==> config.mk <==
export PLATFORM = sky130hd
export DESIGN_NAME = packer_flex
export DESIGN_NICKNAME = d
export VERILOG_FILES = /design/src/rtl/packer_flex.sv
export SDC_FILE = /design/constraint.sdc
export NUM_CORES = 1
export LEC_CHECK = 0
export CAP_MARGIN = 5
export CORE_UTILIZATION = 31
export DETAILED_ROUTE_END_ITERATION = 8
export PLACE_DENSITY = 0.65
export SYNTH_ARGS = -nofsm -noshare
export SYNTH_HDL_FRONTEND = slang
export SYNTH_SLANG_ARGS = --single-unit
export TNS_END_PERCENT = 10
==> constraint.sdc <==
create_clock -name clk_i -period 2.6 [get_ports clk_i]
set_input_delay 0.65 -clock clk_i [delete_from_list [all_inputs] [get_ports clk_i]]
set_output_delay 0.65 -clock clk_i [all_outputs]
set_load 0.02 [all_outputs]
==> src/rtl/packer_flex.sv <==
// rtl/packer_flex.sv - ready/valid width packer gathering N narrow beats into one wide word
//   Optional early flush via last_i is enabled by defining PACKER_FLEX_LAST_EN.

module packer_flex #(
   parameter int unsigned unpacked_width_p = 2,
   parameter int unsigned num_packed_p     = 4,
   parameter bit          msb_first_p      = 1'b0
) (
   input  logic                                         clk_i,
   input  logic                                         reset_i,
   input  logic [unpacked_width_p-1:0]                  unpacked_i,
   input  logic                                         valid_i,
   input  logic                                         last_i,
   output logic                                         ready_o,
   output logic [unpacked_width_p*num_packed_p-1:0]     packed_o,
   output logic [$clog2(num_packed_p+1)-1:0]            count_o,
   output logic                                         last_o,
   output logic                                         valid_o,
   input  logic                                         ready_i
);

   localparam int W  = unpacked_width_p;
   localparam int N  = num_packed_p;
   localparam int PW = W * N;
   localparam int CW = $clog2(N + 1);
   localparam int LW = (N > 1) ? $clog2(N) : 1;
   localparam logic [LW-1:0] LastLane = LW'(N - 1);

   logic [LW-1:0] cnt_q;
   logic [PW-1:0] acc_q;
   logic [PW-1:0] packed_q;
   logic [CW-1:0] count_q;
   logic          last_q;
   logic          valid_q;

   logic [LW-1:0] lane;
   logic [PW-1:0] beat_vec;
   logic          at_last_lane;
   logic          flush;
   logic          in_fire;
   logic          out_fire;
   logic          word_done;

   assign at_last_lane = (cnt_q == LastLane);

`ifdef PACKER_FLEX_LAST_EN
   // Any beat may close a word, so every beat needs room in the output register.
   assign flush   = last_i;
   assign ready_o = !valid_q || ready_i;
`else
   // Only the final lane writes the output register; earlier lanes keep flowing while stalled.
   logic unused_last;
   assign unused_last = last_i;
   assign flush   = 1'b0;
   assign ready_o = !at_last_lane || !valid_q || ready_i;
`endif

   assign in_fire   = valid_i && ready_o;
   assign out_fire  = valid_q && ready_i;
   assign word_done = in_fire && (at_last_lane || flush);

   // Map the running lane counter onto a physical lane position and place the beat there.
   always_comb begin
      lane     = msb_first_p ? (LastLane - cnt_q) : cnt_q;
      beat_vec = PW'(unpacked_i) << (int'(lane) * W);
   end

   // Accumulate beats, hand finished words to the single-entry output register.
   always_ff @(posedge clk_i or posedge reset_i) begin
      if (reset_i) begin
         cnt_q    <= '0;
         acc_q    <= '0;
         packed_q <= '0;
         count_q  <= '0;
         last_q   <= 1'b0;
         valid_q  <= 1'b0;
      end else begin
         if (word_done) begin
            packed_q <= acc_q | beat_vec;
            count_q  <= CW'(cnt_q) + CW'(1);
            last_q   <= flush;
            valid_q  <= 1'b1;
            acc_q    <= '0;
            cnt_q    <= '0;
         end else begin
            if (in_fire) begin
               acc_q <= acc_q | beat_vec;
               cnt_q <= cnt_q + LW'(1);
            end
            if (out_fire) begin
               valid_q <= 1'b0;
            end
         end
      end
   end

   assign packed_o = packed_q;
   assign count_o  = count_q;
   assign last_o   = last_q;
   assign valid_o  = valid_q;

endmodule
### Word-level counts from Yosys, hierarchy flattened

Cells that the tools add are included.

| word-level totals | value |
|---|---|
| bits in registers | 22 |
| word-level logic and storage cells | 25 |

| cells by class | value |
|---|---|
| $add $sub $neg | 2 |
| eq/ne operators | 1 |
| shifts and indexed selects | 1 |
| multiplexer cells | 6 |
| bitwise logic cells | 1 |
| reductions and logical operators | 9 |

Operator list:

| cell | count |
|---|---|
| 8-bit two-way mux | 2 |
| 8-bit bitwise OR | 1 |
| 2-bit by 3-bit << shifter with 8-bit output | 1 |
| 2-bit two-way mux | 2 |
| 2-bit nonzero test | 2 |
| 2-bit by 1-bit adder with 3-bit output, second input constant | 1 |
| 1-bit logical AND | 3 |
| 2-bit by 1-bit adder with 2-bit output, second input constant | 1 |
| 2-bit equality test, second input constant | 1 |
| 1-bit zero test | 2 |
| 1-bit logical OR | 2 |
| 1-bit two-way mux | 2 |

### Logic depth before layout (Yosys ltp)

| depth | value |
|---|---|
| depth after elaboration | 7 |
| gate-level depth with buffers | 4 |
| mapped depth without buffers | 4 |

### Worst setup path before layout

OpenSTA, ideal clock, no wires.

| timing path | value |
|---|---|
| kind | in2out |
| start point | input ready_i |
| end point | output ready_o |
| data arrival time | 0.933 ns |
| path slack | 1.017 ns |
| cell stages on the path | 1 |
| buffers on the path | 0 |
| cell sequence | nand3b_1 |

| on the way | value |
|---|---|
| word-level cells in the longest chain between the ends | 1 |

Ends and longest elaborated chain:

| element | line | source |
|---|---|---|
| start, declared | 19 | `input logic ready_i` |
| 1-bit logical OR | 55 | `assign ready_o = !at_last_lane \|\| !valid_q \|\| ready_i;` |
| end, declared | 14 | `output logic ready_o,` |

No other way between the ends.

### Worst setup path in the final report

Ends and elaborated chain as after synthesis.

==> qor.json <==
{
  "antenna_left": 0,
  "mostFrequentLayoutCell": "sky130_fd_sc_hd__dfrtp_1",
  "final-hold-violation-count": 0,
  "nets": 111,
  "groute.usage.overall_pct": 11.8,
  "wl_mm": 1.67,
  "grt_overflow_total": 0,
  "worst_skew_pair.late_latency_ps": 310,
  "fin_skew_ps": 4.61,
  "fin_crit_ps": 2540,
  "floorplan.io_pins": 21,
  "wl_per_cell_um": 12.5,
  "clock_path_buffers": 2,
  "tritoncts": "built",
  "gp_routability_congestion": 0.812,
  "io_buffers": 18,
  "criticalPathCategory": "in -> out",
  "synth_seq_cells": 22,
  "rsz0062_at_grt": "no",
  "fin_cells": 133,
  "finalMaxSlewViolations": 0,
  "violations": "DRC",
  "htree_num_levels": 1,
  "timing.final.crit_share_pct": 97.9,
  "critPathArrivalTime_ps": 1890,
  "die_h_um": 57.9,
  "max-vdd-ir-drop_mv": 0.283,
  "timing.hold.worst.class": "reg -> reg",
  "pwr_density_cell_nw_per_um2": 1220,
  "timing.setup.tns_ps": 0,
  "clock-sinks": 22,
  "post-cts-setup-buffers": 0,
  "dieArea_um2": 3350,
  "synth.lib_cells_used.distinct": 23,
  "final.fill_count": 281,
  "cts_buffers": 3,
  "synthCells": 83,
  "mapped_nets": 91,
  "setup.reg_to_reg.worst_slack_ps": 900,
  "die_w_um": 57.9,
  "cap_viol_max_count": 0,
  "detailed_route_via_count": 658,
  "number_of_failing_setup_endpoints_in_the_final_timing_report": 0,
  "starting_density_of_the_core_pct": 33.9,
  "area.sequential_um2": 552,
  "hold_start": "count_o[2]",
  "startpoint_type": "primary input",
  "required_time_of_the_critical_path_ps": 1950,
  "synth.avg_cell_area_um2": 11.7,
  "worst-r2r-cell-count": 4,
  "synth.yosys.seq_area_share_pct": 56.9,
  "clkSlewWorstSetupHoldPaths_ps": 120,
  "crit-reg2reg-capture": "count_o[0]",
  "core_area_um2": 2850,
  "mostFrequentLayoutCells": "21 x sky130_fd_sc_hd__dfrtp_1, 18 x sky130_fd_sc_hd__clkdlybuf4s50_1, 10 x sky130_fd_sc_hd__inv_1",
  "detailedRoute.firstPassIterationCount": 6,
  "area_of_the_multi_input_gates_um2": 343,
  "grt_pass1_wl_mm": 2.95,
  "first_global_vias": 667,
  "crit-reg2reg-launch": "cnt_q[1]",
  "fin_worst_hold_slack_ps": 482,
  "yosys_warnings": 0,
  "worst_hold_path.num_cells": 1,
  "grt_antenna_before_repair": 0,
  "num_rows": 19,
  "cts_root_buffer": "sky130_fd_sc_hd__clkbuf_4",
  "crit_fanout": 3,
  "remaining_drc_errors": 2,
  "power.static_leakage_nw": 0.592,
  "post_synth_instance_area_um2": 967,
  "detailed_place_hpwl_mm": 1.22,
  "dpl.cell_count": 129,
  "viasPerCell": 4.95,
  "worstHoldEndpoint": "count_o[2]",
  "insertedDiodeCount": 0,
  "type_of_destination_of_the_critical_path": "primary output",
  "drive_gt1_share_pct": 9.80,
  "fmax_ghz": 0.393,
  "area_delta_synth_final_pct": 24.3,
  "run_status": "finished with violations",
  "grt_start_max_net_pins": 23,
  "initialDrtViolationCount": 17
}
-- metal layers --
metal / GRT usage, % / vias up / share of wire, %
li1: - / 322 / -
met1: 15.5 / 317 / 48
met2: 17.9 / 15 / 46
met3: 2.23 / 4 / 3.6
met4: 7.14 / 0 / 2.6
met5: 0 / - / 0
-- area by class of cell --
type | instances | area share [%]
sequential | 22 | 45.9
multi-input combinational | 46 | 28.5
timing repair buffer | 20 | 16.2
tap | 31 | 3.23
inverter | 10 | 3.12
clock buffer | 4 | 3.02
-- synth_stat cells --
cell type | count | area share, %
sky130_fd_sc_hd__and2b_1 | 1 | 0.78
sky130_fd_sc_hd__o2bb2ai_1 | 6 | 5.4
sky130_fd_sc_hd__a21oi_1 | 6 | 3.1
sky130_fd_sc_hd__nand2b_1 | 3 | 1.9
sky130_fd_sc_hd__ha_1 | 1 | 1.3
sky130_fd_sc_hd__mux2i_1 | 9 | 9.3
sky130_fd_sc_hd__nand3_2 | 1 | 1.0
sky130_fd_sc_hd__nor2_1 | 2 | 0.78
sky130_fd_sc_hd__conb_1 | 1 | 0.39
sky130_fd_sc_hd__a31oi_1 | 3 | 1.9
sky130_fd_sc_hd__nand3b_1 | 1 | 0.78
sky130_fd_sc_hd__buf_4 | 2 | 1.6
sky130_fd_sc_hd__a32o_1 | 2 | 2.1
sky130_fd_sc_hd__a22o_1 | 1 | 0.91
sky130_fd_sc_hd__mux2_4 | 1 | 1.6
sky130_fd_sc_hd__nand2b_2 | 1 | 0.91
sky130_fd_sc_hd__nor2b_1 | 2 | 1.3
sky130_fd_sc_hd__clkbuf_2 | 1 | 0.52
sky130_fd_sc_hd__buf_6 | 1 | 1.2
sky130_fd_sc_hd__inv_1 | 10 | 3.9
sky130_fd_sc_hd__nand2_1 | 5 | 1.9
sky130_fd_sc_hd__dfrtp_1 | 22 | 57
sky130_fd_sc_hd__buf_2 | 1 | 0.52
-- logic make-up after synthesis --
group,synth area share (%)
buffers and inverters,7.63
multiplexers,10.9
AO/OA/AOI/OAI,13.5
flip-flops,56.9
other,0.388
adder cells (fa/ha/maj),1.29
AND/OR/NAND/NOR,9.45
-- critical path: stages --
cell and delay [ps]:
sky130_fd_sc_hd__clkdlybuf4s50_1 480, sky130_fd_sc_hd__nand3b_1 140, sky130_fd_sc_hd__clkdlybuf4s50_1 620
-- where the power goes --
| part | internal [mW] | switching [mW] |
|---|---|---|
| Sequential | 0.504 | 0.121 |
| Clock | 0.0855 | 0.102 |
| Combinational | 0.338 | 0.315 |
| Total | 0.927 | 0.538 |
-- registers in the layout (all words and copies together) (netlist names) --
signal and cells:
valid_o 1, acc_q 8, count_o 3, packed_o 8, cnt_q 2
-- repair_timing --
item / in CTS / in global routing
hold buffers: 0 / 0
setup endpoints to repair: 0 / 1
resized for setup: 0 / 1
-- worst max-delay path by stage --
stage          cells past startpoint      end  slack (ps)      from
3_5_place_dp                       3  ready_o          70   ready_i
5_1_grt                            3  ready_o          40   ready_i
6_report                           3  ready_o          60   ready_i
3_3_place_gp                       3  ready_o          90   ready_i
4_1_cts                            3  ready_o          60  cnt_q[0]
2_1_floorplan                      1  ready_o        1020   ready_i
-- metrics by stage --
step           setup slack (ps)  instance area [µm²]  util (%)  total power [mW]
5_1_grt                    37.6                 1200      42.1              1.57
2_1_floorplan              1020                  967         -              1.05
6_report                   55.3                 1200      42.1              1.46
3_5_place_dp               71.6                 1160      40.8              1.29
3_3_place_gp               90.4                 1160      40.8              1.28
4_1_cts                    57.3                 1200      42.1              1.48
No activity file was read; power rests on OpenSTA's default activity.
